**src/rtl/counter_updn_mod.sv**
```systemverilog
// Up/down counter with synchronous clear/load, an upper limit of MAX_VALUE,
// wrap or saturate at the limits, and a registered one-cycle rollover flag.
module counter_updn_mod #(
  parameter int unsigned         WIDTH     = 8,
  parameter logic [WIDTH-1:0]    MAX_VALUE = {WIDTH{1'b1}},
  parameter bit                  SATURATE  = 1'b0
) (
  input  logic             clock,
  input  logic             reset,
  input  logic             enable,
  input  logic             up_down,
  input  logic             clear,
  input  logic             load,
  input  logic [WIDTH-1:0] load_value,
  output logic [WIDTH-1:0] counter,
  output logic             at_zero,
  output logic             at_max,
  output logic             rollover
);

  logic [WIDTH-1:0] r_counter;
  logic             r_rollover;

  logic [WIDTH-1:0] w_nextCount;
  logic             w_nextRoll;
  logic             w_atZero;
  logic             w_atMax;
  logic [WIDTH-1:0] w_loadClamped;

  assign w_atZero      = (r_counter == '0);
  assign w_atMax       = (r_counter == MAX_VALUE);
  assign w_loadClamped = (load_value > MAX_VALUE) ? MAX_VALUE : load_value;

  // Priority: clear, load, count step, hold. A step that meets a limit
  // raises rollover whether it wraps or is blocked by saturation.
  always_comb begin
    w_nextCount = r_counter;
    w_nextRoll  = 1'b0;
    if (clear) begin
      w_nextCount = '0;
    end else if (load) begin
      w_nextCount = w_loadClamped;
    end else if (enable) begin
      if (up_down) begin
        if (w_atMax) begin
          w_nextRoll  = 1'b1;
          w_nextCount = SATURATE ? MAX_VALUE : '0;
        end else begin
          w_nextCount = r_counter + 1'b1;
        end
      end else begin
        if (w_atZero) begin
          w_nextRoll  = 1'b1;
          w_nextCount = SATURATE ? '0 : MAX_VALUE;
        end else begin
          w_nextCount = r_counter - 1'b1;
        end
      end
    end
  end

  always_ff @(posedge clock or negedge reset) begin
    if (!reset) begin
      r_counter  <= '0;
      r_rollover <= 1'b0;
    end else begin
      r_counter  <= w_nextCount;
      r_rollover <= w_nextRoll;
    end
  end

  assign counter  = r_counter;
  assign rollover = r_rollover;
  assign at_zero  = w_atZero;
  assign at_max   = w_atMax;

  // The count must never leave 0..MAX_VALUE.
  assert property (@(posedge clock) disable iff (!reset) r_counter <= MAX_VALUE);

endmodule

```
**config.mk**
```make
export PLATFORM = sky130hd
export DESIGN_NAME = counter_updn_mod
export DESIGN_NICKNAME = d
export VERILOG_FILES = /design/src/rtl/counter_updn_mod.sv
export SDC_FILE = /design/constraint.sdc
export NUM_CORES = 1
export LEC_CHECK = 0
export BUFFER_PORTS_ARGS = -buffer_cell sky130_fd_sc_hd__buf_2
export CORE_MARGIN = 2
export CORE_UTILIZATION = 50
export CTS_CLUSTER_SIZE = 24
export DETAILED_ROUTE_END_ITERATION = 8
export PLACE_DENSITY = 0.84
export SLEW_MARGIN = 20
export SYNTH_ARGS = -nofsm -noshare
export SYNTH_HDL_FRONTEND = slang
export SYNTH_SLANG_ARGS = --single-unit
```
**constraint.sdc**
```tcl
create_clock -name clock -period 3.1 [get_ports clock]
set_clock_uncertainty 0.1 [all_clocks]
set_input_delay 0.62 -clock clock [delete_from_list [all_inputs] [get_ports clock]]
set_output_delay 0.62 -clock clock [all_outputs]
set_load 0.01 [all_outputs]
```
==> flow_metrics.env, run 1 <==
export IMPL_combPwrFrac_pct=33.9
export IMPL_worst_slew_pin_slew_ns=0.3977
export IMPL_drt_pre_antenna_iters=4
export IMPL_setup_tns_final_ns=0
export IMPL_stdcell_area_sq_um=1040
export IMPL_cts_root_buffer="clkbuf_4"
export IMPL_route_met2_wl_mm=1.179
export IMPL_power_density_nw_per_um2=355.3
export IMPL_cts_setup_buffers=0
export IMPL_antennaDiodeCount=0
export IMPL_path_buf_inv=1
export IMPL_start_util_pct=53.62
export IMPL_synthTopCellsByCount="clkbuf_1, dfrtp_1, nor2_1"
export IMPL_p_leak_nw=0.4761
export IMPL_hold_buffers=0
export IMPL_cts_max_level=1
export IMPL_drv_cap=0
export IMPL_wl_met3_um=110
export IMPL_final_layout_size_suffix_gt1_share_pct=25.58
export IMPL_place_area_sq_um=1013
export IMPL_ys_seq_elements=9
export IMPL_dp_hpwl_mm=1.718
export IMPL_fin_crit_ns=2.466
export IMPL_maxSlewHeadroom_pct=73.48
export IMPL_critPathTopFamily="simple AND/OR/NAND/NOR gates"
export IMPL_num_fill_cells=180
export IMPL_required_ns=2.38
export IMPL_grt_pass1_wl_mm=3.815
export IMPL_swShare_pct=36.77
export IMPL_grt_pass1_vias=811
export IMPL_crit_type="flop to output port"
export IMPL_path_depth=3
export IMPL_synth_edf_count=0
export IMPL_ys_seq_area_share_pct=24.32
export IMPL_rows=15
export IMPL_synth_nets=131
export IMPL_cts_reportedPaths_clkPinSlew_ns=0.07
export IMPL_hold_violations=0
export IMPL_dieArea_sq_um=2212
export IMPL_power_switching_w=0.0001358
export IMPL_crit_chain="or4_4 -> nor3_1 -> buf_2"
export IMPL_setup_viol=0
export IMPL_grt_max_degree=19
export IMPL_core_area_sq_um=1727
export IMPL_cts_sinks=9
export IMPL_clock_latency_ns=0.26
export IMPL_synth_area_top_cells="dfrtp_1, xnor2_1, a21oi_1, clkbuf_1, ha_1"
export IMPL_worstHoldPathType="primary input to async pin"
export IMPL_intPower_w=0.0002336
export IMPL_finalCritPeriodShare_pct=79.54
export IMPL_power_w=0.0003694
export IMPL_r2r_worst_path_cells=4
export IMPL_antenna_found_initial=0
export IMPL_start_kind="flop"
export IMPL_yosys_warnings=0
export IMPL_synthArstFlopShare_pct=100.0
export IMPL_track_usage_pct=24.82
export IMPL_dr_max_layer_used="met4"
export IMPL_drt_total_wl_mm=2.393
export IMPL_grt_ovfl_total=0
export IMPL_synth_cell_types=45
export IMPL_cts_tree="yes"
export IMPL_clkPwrFrac_pct=25.5
export IMPL_numCtsBuffers=3
export IMPL_cp_slowest_cell="or4_4"
export IMPL_slew_viol_final=0
export IMPL_routed_via_density=6.097
export IMPL_cp_max_fo=9
export IMPL_ant_nets=0
export IMPL_final_core_util_pct=60.22
export IMPL_max_freq_ghz=0.4056
export IMPL_gp_congestion=0.8926
export IMPL_wire_per_inst_um=15.54
export IMPL_clockBufferDepth=2
export IMPL_critical_path_arrival_ns=1.75
export IMPL_yosys_most_used_dff="dfrtp_1"
export IMPL_cts_resized=0
export IMPL_layout_area_overhead_vs_synth_pct=12.30
export IMPL_nets=147
export IMPL_die_y_um=47.03
export IMPL_drc=0
export IMPL_slowest_delay_ns=0.62
export IMPL_die_x_um=47.03
export IMPL_status="complete, no violations"
export IMPL_vias=939
export IMPL_syn_area_per_cell_sq_um=8.122
export IMPL_drt_initial_drc_count=13
export IMPL_wl_met1_mm=1.084
export IMPL_cp_end_kind="output port"
export IMPL_regArea_sq_um=225.2
export IMPL_rsz0062_at_grt="false"
export IMPL_multi_input_area_sq_um=606.8
export IMPL_syn_instance_count=114
export IMPL_synth_most_common_cell="clkbuf_1"
export IMPL_ir_drop_uv=221.2
export IMPL_fin_hold_ws_ns=0.09950
export IMPL_netlist_area_sq_um=925.9
export IMPL_pwr_share_seq_pct=40.6
export IMPL_synth_top_area_share_pct=24.32
export IMPL_synth_top_cell_by_area="dfrtp_1"
export IMPL_pin_count=25
export IMPL_port_buffers=24
[per-stage QoR]
step,cells,setup WS (ns)
after floorplan,114,0.8707
after CTS,154,0.6464
after global routing,154,0.4867
final,154,0.6343
after detailed placement,150,0.9415
after global placement,150,0.9643
[per-layer routing]
layer | track usage (%) | vias up
li1 | - | 456
met1 | 33.33 | 451
met2 | 40.00 | 30
met3 | 6.923 | 2
met4 | 5.000 | 0
met5 | 0 | -
[worst register-to-register path, cell delays in order (launching register included)]
cell,delay [ns]
dfrtp_1,0.48
or4_4,0.62
o31a_1,0.31
a221o_1,0.34
a221oi_2,0.22
[logic make-up (layout without fill, tap and decap cells)]
| family | after synthesis | count (layout) | synth area share (%) |
|---|---|---|---|
| adder cells (fa/ha/maj) | 3 | 3 | 4.054 |
| XOR/XNOR | 7 | 7 | 6.622 |
| AND/OR/NAND/NOR | 38 | 38 | 23.78 |
| AO/OA/AOI/OAI | 34 | 34 | 28.92 |
| multiplexers | 2 | 2 | 2.162 |
| flip-flops | 9 | 9 | 24.32 |
| buffers and inverters | 21 | 36 | 10.14 |
[registers in the layout, summed over array words and instances (netlist names)]
name / flops
rollover: 1
counter: 8
[final cells by class]
type / instances / share of cell area (%)
multi-input combinational: 84 / 58.36
sequential: 9 / 21.66
timing repair buffer: 24 / 11.55
tap: 25 / 3.008
inverter: 8 / 2.888
clock buffer: 4 / 2.527
[path summary, 6_finish.rpt]
path	from	to	slack (ns)
setup / recovery	counter[4]	at_zero	0.63
min in group clock	load_value[1]	counter[1]	0.49
max in group asynchronous	reset	counter[3]	2.61
hold reg to reg	counter[5]	counter[5]	0.64
setup reg to reg	counter[4]	counter[4]	0.93
hold / removal	reset	rollover	0.1
[power by group through the flow]
stage | Combinational [W] | Sequential [W] | Clock [W]
CTS | 0.000125 | 0.000149 | 0.0000974
global placement | 0.000121 | 0.000149 | 0
floorplan | 0.000106 | 0.000140 | 0
global route | 0.000139 | 0.000153 | 0.000105
finish | 0.000125 | 0.000150 | 0.0000940
detailed placement | 0.000125 | 0.000151 | 0
[placed cells by master, fill, tap and decap left out, drive strengths merged, types with 2 or more instances in the layout]
master / netlist / routed
nand2: 4 / 4
dfrtp: 9 / 9
mux2i: 2 / 2
nand3: 3 / 3
or4: 2 / 2
buf: 3 / 24
a21oi: 8 / 8
and3: 2 / 2
o21ai: 4 / 4
nand2b: 2 / 2
xnor2: 5 / 5
nor3: 5 / 5
inv: 8 / 8
clkbuf: 10 / 4
nor3b: 4 / 4
a31oi: 2 / 2
nor2: 9 / 9
xor2: 2 / 2
o31a: 2 / 2
a221o: 2 / 2
a32oi: 2 / 2
o41ai: 2 / 2
ha: 3 / 3
a221oi: 2 / 2
(Power assumes the default switching activity.)
==> run 2, diff against run 1 <==
- clock period: 3.1 -> 2.4 ns (I/O delays scaled with it)
==> run 2 against run 1 <==
- hold slack improved by 0.26 ns
- non-clock buffer count increased by 3
- register-to-register slack got worse by 0.67 ns
- largest power group unchanged
- final area increased by 2.9%
- highest routed layer unchanged
- utilization increased by 1.7 points
- via count increased by 3.3%
- die area unchanged
- largest cell class unchanged
- clock power increased by 27%
- flip-flop and latch count unchanged
- total power increased by 31%
- global-route usage increased by 0.31 points
==> flow_metrics.env, run 2 (synthesized netlist as in run 1, its figures left out) <==
export IMPL_status="complete, no violations"
export IMPL_wire_per_inst_um=15.56
export IMPL_antenna_found_initial=0
export IMPL_start_kind="flop"
export IMPL_cp_slowest_cell="dfrtp_1"
export IMPL_antennaDiodeCount=0
export IMPL_final_critical_path_setup_slack_ns=0.06449
export IMPL_nets=150
export IMPL_slowest_delay_ns=0.58
export IMPL_vias=970
export IMPL_endpoint="at_max"
export IMPL_critical_path_arrival_ns=1.76
export IMPL_slew_viol_final=0
export IMPL_r2r_setup_slack_ns=0.26
export IMPL_finalCritPeriodShare_pct=97.31
export IMPL_pin_count=25
export IMPL_drc=0
export IMPL_num_fill_cells=154
export IMPL_dp_slack_ns=0.2936
export IMPL_largest_reg_flops=8
export IMPL_core_area_sq_um=1727
export IMPL_routed_via_density=6.178
export IMPL_track_usage_pct=25.14
export IMPL_use_met1_pct=35.42
export IMPL_cp_max_fo=12
export IMPL_regArea_sq_um=225.2
export IMPL_grt_ovfl_total=0
export IMPL_worstReg2RegStart="counter[0]"
export IMPL_clock_latency_ns=0.26
export IMPL_die_x_um=47.03
export IMPL_setup_viol=0
export IMPL_final_layout_size_suffix_gt1_share_pct=27.27
export IMPL_maxSlewHeadroom_pct=72.59
export IMPL_power_density_nw_per_um2=451.9
export IMPL_gp_congestion=0.8940
export IMPL_critPathTopFamily="flip-flops"
export IMPL_stdcell_area_sq_um=1070
export IMPL_fin_hold_ws_ns=0.3614
export IMPL_grt_max_degree=19
export IMPL_die_y_um=47.03
export IMPL_ir_drop_uv=343.5
export IMPL_path_buf_inv=1
export IMPL_rsz0062_at_grt="false"
export IMPL_drt_pre_antenna_iters=4
export IMPL_rows=15
export IMPL_numCtsBuffers=3
export IMPL_place_area_sq_um=1028
export IMPL_cts_reportedPaths_clkPinSlew_ns=0.06
export IMPL_worstHoldPathType="primary input to flop"
export IMPL_required_ns=1.82
export IMPL_cts_max_level=1
export IMPL_grt_pass1_vias=841
export IMPL_final_common_cell="buf_2"
export IMPL_crit_type="flop to output port"
export IMPL_cts_root_buffer="clkbuf_4"
export IMPL_drt_initial_drc_count=40
export IMPL_grt_use_met3_pct=6.154
export IMPL_ant_nets=0
export IMPL_crit_chain="ha_1 -> and3_1 -> and2_1 -> buf_2"
export IMPL_hold_violations=0
export IMPL_p_leak_nw=0.4923
export IMPL_hold_start="load_value[1]"
export IMPL_worst_slew_pin_slew_ns=0.4112
export IMPL_clockBufferDepth=2
export IMPL_path_depth=4
export IMPL_port_buffers=24
export IMPL_multi_input_area_sq_um=611.8
export IMPL_drv_cap=0
export IMPL_r2r_worst_path_cells=6
export IMPL_most_common_layout_cells="buf_2, nor2_1, dfrtp_1"
export IMPL_fin_crit_ns=2.336
export IMPL_cts_tree="yes"
export IMPL_grt_pass1_wl_mm=3.939
export IMPL_startpoint="counter[0]"
export IMPL_layout_area_overhead_vs_synth_pct=15.54
export IMPL_drt_total_wl_mm=2.443
export IMPL_cp_end_kind="output port"
export IMPL_max_freq_ghz=0.4282
export IMPL_grt_use_met2_pct=37.53
export IMPL_regToRegEndpoint="counter[4]"
export IMPL_dp_hpwl_mm=1.725
export IMPL_cts_sinks=9
export IMPL_busiest_layer="met2"
export IMPL_dieArea_sq_um=2212
export IMPL_start_util_pct=53.62
export IMPL_setup_tns_final_ns=0
## run 2: cell count changes in the layout (fill, tap and decap cells not counted), sizes merged
cell,delta
buf,+2
dlygate4sd3,+1
## run 2: timing repair
action,in CTS,in global routing
hold endpoints to repair,9,0
setup endpoints to repair,0,1
resized for setup,0,1
setup buffers,0,0
hold buffers,1,0
## run 2: metal layers
metal	wire length [um]	up-vias
met5	0	-
met1	1000	438
met3	263	6
met2	1138	67
met4	40	0
li1	-	459
## run 2: report_power, final
group	leakage [nW]	internal, W	switching [W]
Combinational	0.359	0.0000808	0.0000967
Clock	0.0150	0.0000641	0.0000547
Sequential	0.118	0.000162	0.0000249
## run 2: stage by stage
stage	utilization [%]	instances	total power, W
final	61.96	157	0.0004835
after global routing	61.96	157	0.0005206
after CTS	61.67	157	0.0004850
after detailed placement	59.57	152	0.0003605
after global placement	59.57	152	0.0003534
after floorplan	-	114	0.0003166
## run 2: layout make-up
type,instances,share of cell area [%]
clock buffers,4,2.456
inverters,8,2.807
multi-input cells,84,57.19
flip-flops and latches,9,21.05
well taps,25,2.924
repair buffers,27,13.57
## run 2: worst register-to-register path, stage by stage (launching register included)
cell and delay [ns]:
dfrtp_1 0.52, inv_1 0.17, ha_1 0.27, nor3b_1 0.32, xnor2_1 0.11, a221o_1 0.36, a221oi_2 0.20
## run 2: worst min path at each step
stage | endpoint | slack [ns] | cells after the start
2_1_floorplan | counter[0] | 0.08 | 0
3_3_place_gp | counter[5] | 0.24 | 1
3_5_place_dp | counter[5] | 0.25 | 1
4_1_cts | counter[1] | 0.36 | 3
5_1_grt | counter[4] | 0.36 | 3
6_report | counter[1] | 0.36 | 3
==> run 3, diff against run 2 <==
- GPL_TIMING_DRIVEN: not set -> 0
- PLACE_DENSITY: 0.84 -> 0.81
==> run 3 against run 2 <==
- final area rose by 2.2%
- largest cell class unchanged
- via count is 4.8% higher
- total power increased by 3.1%
- critical path type unchanged
- non-clock buffer count up 5
- hold slack worse by 0.015 ns
- flip-flop and latch count stayed put
==> flow_metrics.env, run 3 (synthesized netlist as in run 1, its figures left out) <==
export IMPL_cp_slowest_cell="or4_4"
export IMPL_grt_pass1_wl_mm=3.815
export IMPL_wire_per_inst_um=15.40
export IMPL_stdcell_area_sq_um=1094
export IMPL_slew_viol_final=0
export IMPL_rsz0062_at_grt="false"
export IMPL_gp_congestion=0.9341
export IMPL_cp_max_fo=8
export IMPL_hold_violations=0
export IMPL_dp_hpwl_mm=1.798
export IMPL_r2r_setup_slack_ns=0.23
export IMPL_whs_path_depth=3
export IMPL_fin_crit_ns=2.320
export IMPL_pwr_share_seq_pct=36.4
export IMPL_cts_sinks=9
export IMPL_antenna_found_initial=0
export IMPL_drt_initial_drc_count=51
export IMPL_final_common_cell="buf_2"
export IMPL_grt_pass1_vias=835
export IMPL_dieArea_sq_um=2212
export IMPL_cts_reportedPaths_clkPinSlew_ns=0.07
export IMPL_ant_nets=0
export IMPL_r2r_worst_path_cells=7
export IMPL_power_switching_w=0.0001885
export IMPL_worst_slew_pin_slew_ns=0.5096
export IMPL_cp_end_kind="output port"
export IMPL_p_leak_nw=0.4936
export IMPL_cts_setup_buffers=0
export IMPL_crit_type="flop to output port"
export IMPL_clkPwrFrac_pct=25.6
export IMPL_power_density_nw_per_um2=455.8
export IMPL_clockBufferDepth=2
export IMPL_cts_max_level=1
export IMPL_hold_start="load_value[5]"
export IMPL_worstReg2RegStart="counter[1]"
export IMPL_layout_area_overhead_vs_synth_pct=18.11
export IMPL_intPower_w=0.0003100
export IMPL_die_y_um=47.03
export IMPL_num_fill_cells=169
export IMPL_clock_latency_ns=0.27
export IMPL_port_buffers=21
export IMPL_drc=0
export IMPL_drt_total_wl_mm=2.495
export IMPL_final_cells=162
export IMPL_required_ns=1.82
export IMPL_numPlacedInstances=160
export IMPL_setup_viol=0
export IMPL_min_to="counter[5]"
export IMPL_critical_path_arrival_ns=1.74
export IMPL_routed_via_density=6.278
export IMPL_rows=15
export IMPL_most_common_layout_cells="buf_2, nor2_1, dfrtp_1"
export IMPL_worstHoldPathType="primary input to flop"
export IMPL_nets=155
export IMPL_numCtsBuffers=3
export IMPL_place_area_sq_um=1062
export IMPL_grt_ovfl_total=0
export IMPL_combPwrFrac_pct=38.0
export IMPL_status="complete, no violations"
export IMPL_vias=1017
export IMPL_drt_pre_antenna_iters=4
export IMPL_crit_chain="buf_6 -> or4_4 -> nor3_4 -> buf_2"
export IMPL_finalCritPeriodShare_pct=96.69
export IMPL_maxSlewHeadroom_pct=66.03
export IMPL_slowest_delay_ns=0.54
export IMPL_core_area_sq_um=1727
export IMPL_cts_tree="yes"
export IMPL_startpoint="counter[4]"
export IMPL_max_freq_ghz=0.4309
export IMPL_regToRegEndpoint="counter[4]"
export IMPL_grt_max_degree=11
export IMPL_start_util_pct=53.62
export IMPL_die_x_um=47.03
export IMPL_largest_reg_flops=8
export IMPL_final_layout_size_suffix_gt1_share_pct=24.82
export IMPL_ir_drop_uv=253.5
export IMPL_pin_count=25
export IMPL_swShare_pct=37.81
export IMPL_setup_tns_final_ns=0
export IMPL_start_kind="flop"
export IMPL_track_usage_pct=24.59
export IMPL_drv_cap=0
export IMPL_antennaDiodeCount=0
export IMPL_cts_root_buffer="clkbuf_4"
==> run 3: cell count changes in the layout (fill, tap and decap cells not counted) <==
cell and delta:
clkbuf_2 +2, nor3_4 +1, buf_4 -2, buf_6 +1
buf_1 +1, buf_2 -3, nor3_2 -1, clkbuf_1 +6
==> run 3: how the worst max path moves through the flow <==
| stage | to | slack [ns] | depth (start not counted) |
|---|---|---|---|
| 4_1_cts | at_zero | 0.009 | 5 |
| 6_report | at_zero | 0.08 | 4 |
| 3_3_place_gp | counter[4] | 0.23 | 6 |
| 5_1_grt | at_zero | 0.009 | 3 |
| 3_5_place_dp | counter[4] | 0.20 | 7 |
| 2_1_floorplan | counter[4] | 0.24 | 6 |
==> run 3: stage by stage <==
stage               hold slack (ns)  power [W]  util, %  setup slack [ns]
floorplan                   0.08441  0.0003166        -            0.2414
global placement             0.2500  0.0003641    61.52            0.2282
detailed placement           0.2493  0.0003705    61.52            0.1997
CTS                          0.3498  0.0004989    63.91          0.008746
global route                 0.3579  0.0005297    63.33          0.009418
finish                       0.3466  0.0004985    63.33           0.07953
==> run 3: power by group through the flow <==
| stage | clock network (W) | logic (W) | registers [W] |
|---|---|---|---|
| finish | 0.000128 | 0.000189 | 0.000182 |
| global route | 0.000137 | 0.000209 | 0.000184 |
| global placement | 0 | 0.000188 | 0.000176 |
| CTS | 0.000127 | 0.000197 | 0.000174 |
| detailed placement | 0 | 0.000193 | 0.000177 |
| floorplan | 0 | 0.000136 | 0.000180 |
==> run 3: routing by layer <==
layer | part of all wire (%) | vias up | wire [um] | global-route usage (%)
met5 | 0 | - | 0 | 0
met4 | 1.6 | 0 | 41 | 10.56
met3 | 8.8 | 5 | 219 | 3.846
met2 | 47 | 58 | 1182 | 37.53
met1 | 42 | 482 | 1051 | 34.26
li1 | - | 472 | - | -
==> run 3: critical path: cells and delay by family, from the launching register on <==
kind / cells / cell delay [ns]
AND/OR/NAND/NOR: 2 / 0.77
flip-flops: 1 / 0.39
buffers and inverters: 2 / 0.30
==> run 3: what timing repair did <==
action / CTS / global route
pin swaps: 0 / 2
gates cloned: 0 / 0
hold buffers: 1 / 0
resized for setup: 1 / 5
setup endpoints to repair: 1 / 2
endpoints found under the hold margin: 9 / 0
==> run 3: cell type report <==
class / count / area, sq um / area share (%)
buffer: 10 / 47.55 / 4.348
timing repair buffer: 22 / 115.1 / 10.53
clock buffer: 4 / 26.28 / 2.403
multi-input combinational: 84 / 618.1 / 56.52
tap: 25 / 31.28 / 2.860
sequential: 9 / 225.2 / 20.59
inverter: 8 / 30.03 / 2.746
